`config.mk`:
```
export PLATFORM = sky130hd
export DESIGN_NAME = player_hit_detector
export DESIGN_NICKNAME = d
export VERILOG_FILES = /design/src/rtl/player_hit_detector.sv
export SDC_FILE = /design/constraint.sdc
export NUM_CORES = 1
export LEC_CHECK = 0
export ABC_AREA = 1
export CAP_MARGIN = 20
export CORE_AREA = 2 2 56 58
export DETAILED_ROUTE_END_ITERATION = 6
export DIE_AREA = 0 0 58 60
export GPL_TIMING_DRIVEN = 0
export PLACE_DENSITY = 0.82
export RECOVER_POWER = 25
export SLEW_MARGIN = 20
export SYNTH_ARGS = -nofsm -noshare
export SYNTH_HDL_FRONTEND = slang
export SYNTH_SLANG_ARGS = --single-unit
```
`constraint.sdc`:
```
create_clock -name clk_calculation -period 3 [get_ports clk_calculation]
set_input_delay 0.6 -clock clk_calculation [delete_from_list [all_inputs] [get_ports clk_calculation]]
set_output_delay 0.6 -clock clk_calculation [all_outputs]
set_load 0.05 [all_outputs]
```
`src/rtl/player_hit_detector.sv`:
```
// ---------------------------------------------------------------------------
// player_hit_detector
//
// Per-frame collision stage that feeds the UI runtime. It runs on the
// calculation clock next to the VGA pixel scan. It counts the visible pixels
// where the player sprite and any attack sprite overlap. At each frame
// boundary (frame_tick) it judges hit / no-hit. After the last hit frame it
// keeps is_trigger_player high for HOLD_FRAMES frames, so the slow
// centisecond-clocked health logic cannot miss it.
//
// Optional feature macro: PLAYER_HIT_STATS_EN
//   When defined, the total_hit_frames output exists. It is a 16-bit
//   saturating count of hit_frame pulses, for the on-board debug display,
//   and only reset clears it.
//
// Parameters:
//   COUNT_WIDTH   - width of the overlap pixel counter (saturating)
//   HIT_THRESHOLD - minimum overlap pixels in one frame to register a hit
//   HOLD_FRAMES   - frames is_trigger_player stays high after a hit frame
//   HOLD_WIDTH    - width of the hold counter (HOLD_FRAMES < 2^HOLD_WIDTH)
//
// Ports:
//   clk_calculation    in   calculation clock, rising edge
//   reset_n            in   asynchronous active-low reset
//   enable             in   game active; low forces the block idle
//   frame_tick         in   one-cycle pulse at end of visible frame
//   pixel_valid        in   x,y inside the visible area
//   player_signal      in   player sprite pixel at x,y
//   attack_signal      in   any attack/bullet pixel at x,y
//   is_trigger_player  out  registered hit level (held for HOLD_FRAMES)
//   hit_frame          out  one-cycle pulse when a frame is judged a hit
//   last_overlap_count out  overlap count of the last completed frame
//   total_hit_frames   out  [PLAYER_HIT_STATS_EN only] hit frame counter
// ---------------------------------------------------------------------------
module player_hit_detector #(
  parameter int unsigned COUNT_WIDTH   = 12,
  parameter int unsigned HIT_THRESHOLD = 4,
  parameter int unsigned HOLD_FRAMES   = 3,
  parameter int unsigned HOLD_WIDTH    = 4
) (
  input  logic                   clk_calculation,
  input  logic                   reset_n,
  input  logic                   enable,
  input  logic                   frame_tick,
  input  logic                   pixel_valid,
  input  logic                   player_signal,
  input  logic                   attack_signal,
  output logic                   is_trigger_player,
  output logic                   hit_frame,
  output logic [COUNT_WIDTH-1:0] last_overlap_count
`ifdef PLAYER_HIT_STATS_EN
  ,
  output logic [15:0]            total_hit_frames
`endif
);

  localparam logic [COUNT_WIDTH-1:0] C_THRESHOLD = COUNT_WIDTH'(HIT_THRESHOLD);
  localparam logic [HOLD_WIDTH-1:0]  C_HOLD      = HOLD_WIDTH'(HOLD_FRAMES);
  localparam logic [HOLD_WIDTH-1:0]  C_HOLD_ONE  = HOLD_WIDTH'(1);

  typedef enum logic [1:0] {
    ST_IDLE  = 2'd0,
    ST_ALIGN = 2'd1,
    ST_SCAN  = 2'd2
  } state_t;

  state_t                 r_state;
  state_t                 w_state_nxt;

  logic [COUNT_WIDTH-1:0] r_overlap_cnt;
  logic [COUNT_WIDTH-1:0] w_overlap_nxt;
  logic [HOLD_WIDTH-1:0]  r_hold_cnt;
  logic [HOLD_WIDTH-1:0]  w_hold_nxt;
  logic                   r_trigger;
  logic                   w_trigger_nxt;
  logic                   r_hit_frame;
  logic                   w_hit_frame_nxt;
  logic [COUNT_WIDTH-1:0] r_last_cnt;
  logic [COUNT_WIDTH-1:0] w_last_nxt;

  logic                   w_overlap_px;
  logic                   w_cnt_full;
  logic                   w_hit;

  // A pixel that coincides with frame_tick belongs to neither frame, so it
  // is never counted.
  assign w_overlap_px = pixel_valid & player_signal & attack_signal & ~frame_tick;
  assign w_cnt_full   = &r_overlap_cnt;
  assign w_hit        = (r_overlap_cnt >= C_THRESHOLD);

  // -------------------------------------------------------------------------
  // State and datapath registers
  // -------------------------------------------------------------------------
  always_ff @(posedge clk_calculation or negedge reset_n) begin
    if (!reset_n) begin
      r_state       <= ST_IDLE;
      r_overlap_cnt <= '0;
      r_hold_cnt    <= '0;
      r_trigger     <= 1'b0;
      r_hit_frame   <= 1'b0;
      r_last_cnt    <= '0;
    end else begin
      r_state       <= w_state_nxt;
      r_overlap_cnt <= w_overlap_nxt;
      r_hold_cnt    <= w_hold_nxt;
      r_trigger     <= w_trigger_nxt;
      r_hit_frame   <= w_hit_frame_nxt;
      r_last_cnt    <= w_last_nxt;
    end
  end

  // -------------------------------------------------------------------------
  // Next-state and next-value logic
  // -------------------------------------------------------------------------
  always_comb begin
    w_state_nxt     = r_state;
    w_overlap_nxt   = r_overlap_cnt;
    w_hold_nxt      = r_hold_cnt;
    w_trigger_nxt   = r_trigger;
    w_hit_frame_nxt = 1'b0;
    w_last_nxt      = r_last_cnt;

    if (!enable) begin
      // Disabling from any state discards the partial frame and drops the
      // hit level on the very next edge.
      w_state_nxt   = ST_IDLE;
      w_overlap_nxt = '0;
      w_hold_nxt    = '0;
      w_trigger_nxt = 1'b0;
      w_last_nxt    = '0;
    end else begin
      case (r_state)
        ST_IDLE: begin
          w_state_nxt = ST_ALIGN;
        end

        ST_ALIGN: begin
          // The first tick after enable only marks a frame start. Any
          // overlap seen before it belongs to a partial frame.
          if (frame_tick) begin
            w_state_nxt   = ST_SCAN;
            w_overlap_nxt = '0;
          end
        end

        ST_SCAN: begin
          if (frame_tick) begin
            w_last_nxt    = r_overlap_cnt;
            w_overlap_nxt = '0;
            if (w_hit) begin
              // A retrigger reloads the hold. It never extends past a full
              // HOLD_FRAMES.
              w_hold_nxt      = C_HOLD;
              w_trigger_nxt   = 1'b1;
              w_hit_frame_nxt = 1'b1;
            end else if (r_hold_cnt > C_HOLD_ONE) begin
              w_hold_nxt = r_hold_cnt - C_HOLD_ONE;
            end else begin
              w_hold_nxt    = '0;
              w_trigger_nxt = 1'b0;
            end
          end else if (w_overlap_px && !w_cnt_full) begin
            w_overlap_nxt = r_overlap_cnt + COUNT_WIDTH'(1);
          end
        end

        default: begin
          w_state_nxt = ST_IDLE;
        end
      endcase
    end
  end

  assign is_trigger_player  = r_trigger;
  assign hit_frame          = r_hit_frame;
  assign last_overlap_count = r_last_cnt;

`ifdef PLAYER_HIT_STATS_EN
  // -------------------------------------------------------------------------
  // Debug statistics: lifetime hit frames. Only reset clears this counter,
  // so it survives enable toggles between games.
  // -------------------------------------------------------------------------
  logic [15:0] r_total_hits;

  always_ff @(posedge clk_calculation or negedge reset_n) begin
    if (!reset_n) begin
      r_total_hits <= '0;
    end else if (r_hit_frame && (r_total_hits != '1)) begin
      r_total_hits <= r_total_hits + 16'd1;
    end
  end

  assign total_hit_frames = r_total_hits;
`endif

endmodule

```
==> results.toml <==
[outcome]
status = "complete, but fails checks"
violations = "max-capacitance violations, max-slew violations"

[cells_and_area]
final_util = 0.664
fin_nets = 235
fillers = 245
antenna_cells = 0
area_growth_pct = 20.7
final_cell_area_um2 = 1930
drive_gt1_frac = 0.0667

[cts]
cts_hold_buf = 0
cts_tree = "yes"
cts.path.max_buffers = 2
cts.repair.resized = 0
cts_root_buffer = "clkbuf_4"
cts-htree-levels = 2
cts.sink_count = 32
cts_setup_buffers = 0
clk_latency_ps = 340
numCtsBuffers = 5
clk_pin_slew_worst_paths_ps = 100

[floorplanning]
rows = 20
initial_utilization = 0.550
dieArea_um2 = 3480
core-area_um2 = 2900
die_y_um = 60
fp.dieW_um = 58
io-pin-count = 21

[critical_path]
reg2reg_from = "r_overlap_cnt[1]"
arrival_ps = 1530
r2r_slack_ps = 1360
crit_family = "buffers and inverters"
critical_path.startpoint = "last_overlap_count[11]"
crit_buf_inv = 1
crit_required_ps = 2400
crit_end = "last_overlap_count[11]"
start_kind = "register"
worst-setup-path-type = "reg -> out"
critPathSlowestCell = "clkdlybuf4s50_1"
cp.depth = 1
critPathCaptureType = "output pin"
slowest_delay_ps = 810
rr_endpoint = "r_overlap_cnt[10]"
reg2reg_depth = 7
path_max_fanout = 2
path_cells = "clkdlybuf4s50_1"

[route]
first_pass_iters = 4
ant_nets = 0
num_vias = 1337
routedWlPerCell_um = 12.5
drtIter0Drc = 67
viasPerCell = 5.18
drc = 0
wirelength_um = 3220

[timing]
hold_ws_ps = 460
period_minus_slack_ps = 2130
relSlewSlack = -0.107
fin_tns_setup_ps = 0
setup_violations = 0
final_max_slew_viol_count = 33
hold_violations = 0
fin_skew_ps = 3.68
rsz0062_at_grt = "false"
finalCritPeriodShare = 0.709
worst_pin_slew_ps = 1660
max_clock_freq_ghz = 0.470

[synthesis]
ys_ff_latch = 32
syn_nets = 208
post-synth-top-count-cell = "nand2_1"
netlist_instances = 197
ys_warn_count = 0
synth-main-ff-cell = "dfrtp_1"
synth_top_cell_by_area = "dfrtp_1"
synth_edf_count = 0
synth.distinct_cells = 25
yosys.area.top_type_share = 0.502
synth_area_um2 = 1600
synthTopCellsByCount = "nand2_1, dfrtp_1, inv_1"
async_reset_ff_frac = 1.00
syn_avg_cell_area_um2 = 8.10
netlist_top_cells_area = "dfrtp_1, nand2_1, o21ai_0, inv_1, nand3_1"
yosysSeqAreaShare = 0.502

[min_path]
hp-class = "reg -> reg"

[power_and_ir_drop]
power.density_nw_per_um2 = 481
internal_power_mw = 0.705
peakVddDrop_mv = 0.450
leakage_nw = 0.899
p_comb_frac = 0.102
p_switching_mw = 0.222
seqPwrFrac = 0.494
switching_share = 0.239
p_clk_frac = 0.404

[placed_design]
dp_hpwl_um = 2350
place_congestion = 0.783
dpl_cell_area_um2 = 1830
port_buffers = 20

[grt]
antenna_found_initial = 0
grt_overflow = 0
grt_pass1_vias = 1204
grt_start_max_net_pins = 33
grt_pass1_wl_um = 5420
grtUsageTotal = 0.210

[flow_run]
maxCapViolCount = 1
cells in the final DEF (no fill, tap or decap):
| cell | instances |
|---|---|
| nor3_4 | 1 |
| and2_1 | 1 |
| inv_2 | 1 |
| clkbuf_4 | 5 |
| clkbuf_1 | 2 |
| o211ai_1 | 2 |
| buf_2 | 1 |
| a21oi_1 | 1 |
| nand2_4 | 1 |
| xnor2_1 | 1 |
| o21ai_0 | 23 |
| nor3b_1 | 1 |
| nor3_1 | 2 |
| o21ai_1 | 3 |
| nor2_1 | 16 |
| clkdlybuf4s50_1 | 19 |
| a22o_1 | 1 |
| inv_1 | 24 |
| nand3_1 | 15 |
| clkbuf_8 | 2 |
| nand2_2 | 1 |
| dfrtp_1 | 32 |
| nand3b_1 | 1 |
| nand2_1 | 57 |
| buf_6 | 1 |
| bufinv_16 | 1 |
| xor2_1 | 5 |
| or2_2 | 1 |
| ha_1 | 4 |
power by group through the flow:
stage | sequential (mW) | clock, mW | combinational, mW
after floorplan | 0.464 | 0 | 0.0643
after global placement | 0.465 | 0 | 0.0943
after detailed placement | 0.466 | 0 | 0.0941
after CTS | 0.458 | 0.380 | 0.0952
after global routing | 0.460 | 0.400 | 0.107
final | 0.458 | 0.374 | 0.0949
how the worst min path moves through the flow:
stage	startpoint	to	slack (ps)	cells after the start
4_1_cts	reset_n	r_overlap_cnt[8]	300	1
5_1_grt	r_state[1]	r_state[0]	490	1
2_1_floorplan	reset_n	hit_frame	300	0
6_report	r_state[1]	r_state[0]	460	1
3_5_place_dp	r_state[1]	r_state[0]	450	1
3_3_place_gp	r_state[1]	r_state[0]	450	1
layout make-up:
| class | count | area (µm²) | area share |
|---|---|---|---|
| sequential | 32 | 801 | 0.416 |
| multi-input combinational | 137 | 682 | 0.354 |
| timing repair buffer | 20 | 194 | 0.101 |
| inverter | 25 | 93.8 | 0.0487 |
| clock buffer | 7 | 65.1 | 0.0338 |
| tap | 33 | 41.3 | 0.0214 |
| clock inverter | 1 | 30.0 | 0.0156 |
| buffer | 3 | 20.0 | 0.0104 |
layer usage:
metal	vias up	GRT usage	wire length [µm]
met5	-	0	0
met4	0	0.0498	37
met3	6	0.0714	157
met2	36	0.331	1530
met1	613	0.282	1490
li1	682	-	-
flip-flops by register name, indices dropped and copies added, names as in the netlist:
register / flops
r_hold_cnt: 4
r_overlap_cnt: 12
r_state: 2
is_trigger_player: 1
hit_frame: 1
last_overlap_count: 12
stage by stage:
step	std cells	worst slack, ps	power (mW)
after floorplan	197	1550	0.528
after detailed placement	250	714	0.560
after global placement	250	729	0.559
after global routing	258	814	0.967
final	258	873	0.927
after CTS	258	848	0.933
kinds of logic (layout without fill, tap and decap cells):
logic type | after synthesis | in the layout | synth area share
simple gates | 97 | 97 | 0.263
flops | 32 | 32 | 0.502
compound gates | 30 | 30 | 0.0995
buf+inv | 28 | 56 | 0.0713
xor+xnor | 6 | 6 | 0.0329
fa+ha+maj | 4 | 4 | 0.0313
Power figures use the tool's default switching activity.
